$ cat src/rtl/exc_pc_sequencer.sv
// Exception / PC-source sequencer: captures EPC, fetches the handler vector byte, drives the PC mux.
// Optional memory-ack timeout with sticky fault and HALT state: define EXC_ACK_TIMEOUT_EN.
module exc_pc_sequencer #(
   parameter logic [31:0] VEC_OPCODE  = 32'd253,
   parameter logic [31:0] VEC_OVF     = 32'd254,
   parameter logic [31:0] VEC_DIV0    = 32'd255,
   parameter logic [31:0] PC_ADJ      = 32'd4,
   parameter int unsigned ACK_TIMEOUT = 15
) (
   input  logic        clk,
   input  logic        reset,
   input  logic [31:0] pc_in,
   input  logic        exc_opcode,
   input  logic        exc_ovf,
   input  logic        exc_div0,
   input  logic        rte,
   input  logic [2:0]  ctrl_pc_sel,
   input  logic        ctrl_pc_write,
   input  logic [31:0] mem_rdata,
   input  logic        mem_ack,
   output logic        mem_req,
   output logic [31:0] mem_addr,
   output logic [31:0] epc_out,
   output logic [31:0] handler_addr,
   output logic [2:0]  mux_pc_sel,
   output logic        pc_write,
   output logic        exc_busy,
   output logic [1:0]  exc_cause,
   output logic        exc_fault
);

   typedef enum logic [2:0] {
      IDLE,
      FETCH,
      LOAD,
      RET
`ifdef EXC_ACK_TIMEOUT_EN
      , HALT
`endif
   } state_t;

   state_t      r_state, w_next;
   logic [31:0] r_epc, r_handler, r_vec;
   logic [1:0]  r_cause;
   logic        r_busy;
   logic        w_any_exc;
   logic [1:0]  w_cause;
   logic [31:0] w_vec;
   logic        w_unused_rdata;

   assign w_any_exc      = exc_opcode | exc_ovf | exc_div0;
   assign w_unused_rdata = ^mem_rdata[31:8];

   // Priority: opcode > div0 > overflow
   always_comb begin
      if (exc_opcode) begin
         w_cause = 2'b01;
         w_vec   = VEC_OPCODE;
      end else if (exc_div0) begin
         w_cause = 2'b11;
         w_vec   = VEC_DIV0;
      end else begin
         w_cause = 2'b10;
         w_vec   = VEC_OVF;
      end
   end

`ifdef EXC_ACK_TIMEOUT_EN
   logic [3:0] r_cnt;
   logic       r_fault;
   logic       w_timeout;
   assign w_timeout = (r_cnt == 4'(ACK_TIMEOUT - 1));
   assign exc_fault = r_fault;
`else
   assign exc_fault = 1'b0;
`endif

   always_ff @(posedge clk or negedge reset) begin
      if (!reset) r_state <= IDLE;
      else        r_state <= w_next;
   end

   always_comb begin
      w_next = r_state;
      case (r_state)
         IDLE: begin
            if (w_any_exc) w_next = FETCH;
            else if (rte)  w_next = RET;
         end
         FETCH: begin
            if (mem_ack) w_next = LOAD;
`ifdef EXC_ACK_TIMEOUT_EN
            else if (w_timeout) w_next = HALT;
`endif
         end
         LOAD:    w_next = IDLE;
         RET:     w_next = IDLE;
`ifdef EXC_ACK_TIMEOUT_EN
         HALT:    w_next = HALT;
`endif
         default: w_next = IDLE;
      endcase
   end

   always_comb begin
      mux_pc_sel = ctrl_pc_sel;
      pc_write   = 1'b0;
      mem_req    = 1'b0;
      mem_addr   = '0;
      case (r_state)
         IDLE:  pc_write = ctrl_pc_write;
         FETCH: begin
            mem_req  = 1'b1;
            mem_addr = r_vec;
         end
         LOAD: begin
            mux_pc_sel = 3'b001;
            pc_write   = 1'b1;
         end
         RET: begin
            mux_pc_sel = 3'b000;
            pc_write   = 1'b1;
         end
         default: ;
      endcase
   end

   always_ff @(posedge clk or negedge reset) begin
      if (!reset) begin
         r_epc     <= '0;
         r_handler <= '0;
         r_vec     <= '0;
         r_cause   <= '0;
         r_busy    <= 1'b0;
`ifdef EXC_ACK_TIMEOUT_EN
         r_cnt     <= '0;
         r_fault   <= 1'b0;
`endif
      end else begin
         r_busy <= (w_next != IDLE);
         if (r_state == IDLE && w_any_exc) begin
            r_epc   <= pc_in - PC_ADJ;
            r_cause <= w_cause;
            r_vec   <= w_vec;
`ifdef EXC_ACK_TIMEOUT_EN
            r_cnt   <= '0;
`endif
         end
         if (r_state == FETCH && mem_ack) r_handler <= {24'b0, mem_rdata[7:0]};
`ifdef EXC_ACK_TIMEOUT_EN
         if (r_state == FETCH && !mem_ack) r_cnt <= r_cnt + 4'd1;
         if (w_next == HALT) r_fault <= 1'b1;
`endif
      end
   end

   assign epc_out      = r_epc;
   assign handler_addr = r_handler;
   assign exc_cause    = r_cause;
   assign exc_busy     = r_busy;

endmodule

$ cat config.mk
export PLATFORM = sky130hd
export DESIGN_NAME = exc_pc_sequencer
export DESIGN_NICKNAME = d
export VERILOG_FILES = /design/src/rtl/exc_pc_sequencer.sv
export SDC_FILE = /design/constraint.sdc
export NUM_CORES = 1
export LEC_CHECK = 0
export CORE_ASPECT_RATIO = 0.9
export CORE_MARGIN = 5
export CORE_UTILIZATION = 30
export CTS_CLUSTER_DIAMETER = 100
export CTS_CLUSTER_SIZE = 14
export DETAILED_ROUTE_END_ITERATION = 6
export PLACE_DENSITY_LB_ADDON = 0.25
export SETUP_SLACK_MARGIN = 0.2
export SKIP_CTS_REPAIR_TIMING = 1
export SLEW_MARGIN = 20
export SYNTH_ARGS = -nofsm -noshare
export SYNTH_HDL_FRONTEND = slang
export SYNTH_SLANG_ARGS = --single-unit
$ cat constraint.sdc
create_clock -name clk -period 2.6 [get_ports clk]
set_input_delay 0.26 -clock clk [delete_from_list [all_inputs] [get_ports clk]]
set_output_delay 0.26 -clock clk [all_outputs]
set_load 0.005 [all_outputs]
# == Yosys cells after proc, flatten, opt, wreduce, memory -nomap -nowiden ==
# Index checks and enable logic that the tools add are counted.
# totals
ff_bits,78
latchBits,0
ramBits,0
romBits,0
out_inout_bits,105
memories,0
# classes
add_sub_neg,1
n_mul,0
n_div,0
magnitude_cmp,0
n_eq_ne,3
shifts,0
mux,12
bitwise,2
reduce_logical,5
# ops
cell,n
$mux 32,2
$sub 32x3->32 const B,1
$pmux 3 s2,2
$mux 3,3
$eq 3x2->1 const B,2
$eq 3x1->1 const B,1
$logic_not 3->1,1
$mux 1,3
$reduce_bool 3->1,1
$logic_and 1x1->1,2
$mux 2,1
$or 1x1->1,2
$pmux 1 s2,1
$reduce_or 2->1,1

# == Longest topological paths before layout ==
# depth
word_depth,5
mapped_depth,8
depth_no_buf,6

# == Least setup slack after synthesis ==
# Ideal clock, no wire load.
# synth_timing
path_type,input-to-reg
start,in pc_in[2]
end,"reg r_epc[24], in the netlist epc_out[24]"
setup_time_ps,82
arrival_ps,2200
required_ps,2518
path_slack_ps,318
cell_stages,7
cell_sequence,inv_1 -> ha_1 -> or4b_1 -> buf_2 -> or3_4 -> or4b_2 -> a31oi_1
# synth_via
elab_chain_cells,1
# synth_rtl
item,line,rtl
"start, declared",12,"input logic [31:0] pc_in,"
$sub 32x3->32,142,r_epc <= pc_in - PC_ADJ;
"end signal, assigned",142,
"end, declared",43,"logic [31:0] r_epc, r_handler, r_vec;"
# Every way passes these cells.
# A chain may end at the register's enable or synchronous reset.

# == Worst setup path in the final report ==
# layout_timing
start,in pc_in[9]
end,"reg r_epc[29], in the netlist epc_out[29]"
# The elaborated chain is that of the path after synthesis.

==> metrics <==
Initial Util=0.308; Power Density=564 nW/µm²; share of layout cells above drive strength 1=0.146; clock buffer count from CTS=5; final worst slack=0.287 ns; Worst R2R End=handler_addr[5]$_DFFE_PN0P_; Die Y-Extent=102 µm; WP data required=2.83 ns; post-layout util=0.452; final setup fails=0; clock slew at reported path FFs=0.09 ns; Mapped Cells=309; via count=2515; post-synth top area cell=dfrtp_1; worst slew pin tran=0.536 ns; post-layout net count=512; first-pass GRT wire length=12.1 mm; total gr overflow=0; Core ar.=9130 µm²; Syn. warnings=0; DRT antenna net count=0; Hold Path Class=in2reg; top post-synthesis cells by area=dfrtp_1, buf_4, or4_1; share of the synthesized area in the top cell type=0.418; port bufs=106; Lkg Pwr=1.69 nW; Hold Crit Start=pc_in[2]; Mean Syn Cell Area=9.10 µm²; final hold vios=0; Max stage delay on crit path=0.55 ns; Critical Path Fanout Max=16; Critical Path Most Common Cell=or4_1; Sink Count=47; FF-to-FF path depth=4; worst path cell trace=clkdlybuf4s50_1, or4_4, or4_1, buf_4, or4_1, a31oi_1; GP Congestion=0.840; r2r startpoint=r_state[2]$_DFF_PN0_; DR WL/cell=13.9 µm; Fill cells=929; worst-case clock buffer depth=2; clock latency at the later pin of the worst-skew pair=0.30 ns; GR Util All Layers=0.130; library cells used by synthesis=34; endpoint class of the critical path=register; ys flop type=dfrtp_1; sink of the worst hold path=epc_out[2]$_DFFE_PN0P_; r2r setup slk=0.76 ns; FP Rows=33; vias in the first global route=2409; Die X=112 µm; worst hold path depth=2; detailed-route DRC error count=0; largest net degree at the start of global routing=37; Fmax=0.432 GHz; worst endpoint data arrival time=2.54 ns; Worst Path Buf+Inv=2; starting DRC count in detailed routing=74; skew final=0.00240 ns; io pins=180; depth of the CTS H-tree=2; most frequent cell after synthesis=buf_4; critical path's slowest cell=or4_4; maximum vdd ir drop=0.226 mV; TritonCTS clock tree=built; Async SR Flop Fraction=1.00; post-DR vias/cell=4.50; first-pass detailed-route iteration total=4; ratio of final minimum period to clock period=0.890; crit start category=primary input; max-slew violation count=0; Final min period=2.31 ns; Worst slew margin=0.640; Yosys reg bits=47; Top delay family on crit path=simple AND/OR/NAND/NOR gates; max_cap viols=0; register area share after synthesis=0.418; mapped cell area=2810 µm²; EDFF count, synth=0; Crit path depth=6; RSZ-0062 raised after global routing=false; final wirelength=7.75 mm; # diodes=0; initial antenna violation count=0; status=completed; die area=11400 µm²; Syn-to-layout area delta=46.7%; clock tree root driver cell=clkbuf_8; top cells by count, synth=buf_4, dfrtp_1, nand2_1, nor2_1, o21ai_0; DP HPWL=6.12 mm; post-placement setup slack=-0.194 ns; kind of critical path=in2reg
## layout make-up
type / instances / area [µm²] / share of cell area
inverter: 4 / 15.0 / 0.00364
clock inverter: 3 / 23.8 / 0.00576
multi-input combinational: 235 / 1340 / 0.326
clock buffer: 5 / 68.8 / 0.0167
timing repair buffer: 143 / 1350 / 0.326
tap: 122 / 153 / 0.0370
sequential: 47 / 1180 / 0.285
## report_power, final
group          leakage [nW]  total, mW  internal, mW  switching [mW]
combinational          1.10      0.858         0.543           0.315
clock                0.0408      0.456         0.193           0.263
sequential            0.549       1.01         0.913           0.101
## per-layer routing
metal | routed length (µm) | global-route usage | up-vias
met2 | 3510 | 0.209 | 110
li1 | - | - | 1243
met4 | 72 | 0.0333 | 0
met3 | 700 | 0.0432 | 7
met1 | 3470 | 0.170 | 1155
met5 | 0 | 0 | -
## kinds of logic (layout without fill, tap and decap cells)
logic type | count (synthesis) | after routing | synth area share
AOI/OAI and AO/OA | 55 | 55 | 0.124
xor gates and xnor gates | 10 | 10 | 0.0312
adders and majority gates | 1 | 1 | 0.00445
buffers and inverters | 76 | 155 | 0.178
DFF | 47 | 47 | 0.418
muxes | 8 | 8 | 0.0320
other | 1 | 50 | 0.00133
and+or+nand+nor | 111 | 111 | 0.211
## worst reg2reg max path: cells and delay by family, from the launching register on
family                 cells  cell delay, ns
DFF                        1            0.41
and+or+nand+nor            2            0.81
muxes                      1            0.39
buffers and inverters      1            0.13
## worst max path at each step
stage | to | slack [ns] | startpoint
after floorplan | epc_out[24]$_DFFE_PN0P_ | 0.32 | pc_in[2]
after global routing | epc_out[24]$_DFFE_PN0P_ | 0.22 | pc_in[9]
after CTS | epc_out[24]$_DFFE_PN0P_ | 0.13 | pc_in[2]
after detailed placement | epc_out[24]$_DFFE_PN0P_ | -0.19 | pc_in[2]
final | epc_out[29]$_DFFE_PN0P_ | 0.29 | pc_in[9]
after global placement | epc_out[28]$_DFFE_PN0P_ | -0.17 | pc_in[2]
## sequential cells by signal (all words and copies together) (netlist names)
signal	cells
r_state	3
epc_out	32
handler_addr	8
exc_cause	1
exc_busy	1
r_vec	2
## through the flow
step,power [mW],hold slack [ns],cell area (µm²),TNS [ns],instances
final,2.33,0.252,4120,0,559
after global routing,2.50,0.277,4120,0,559
after CTS,2.37,-0.143,4080,0,557
after detailed placement,1.90,0.196,3980,-1.17,549
after global placement,1.88,0.195,3980,-0.940,549
after floorplan,1.36,-0.0356,3000,0,358
## placed cells by master, fill, tap and decap left out, types with 2 or more instances in the layout
cell type / instances
a21oi_1: 3
a31oi_1: 16
and2_1: 6
buf_4: 35
clkbuf_8: 5
clkdlybuf4s50_1: 103
clkinvlp_4: 2
conb_1: 50
dfrtp_1: 47
dlymetal6s2s_1: 2
inv_1: 3
mux2_2: 8
nand2_1: 27
nand2b_1: 3
nand4_1: 2
nor2_1: 26
nor3_1: 7
nor4_1: 7
o21ai_0: 18
o31ai_1: 12
o41ai_1: 3
or3_1: 7
or4_1: 15
or4b_2: 2
xnor2_1: 10
Power figures use the tool's default switching activity.
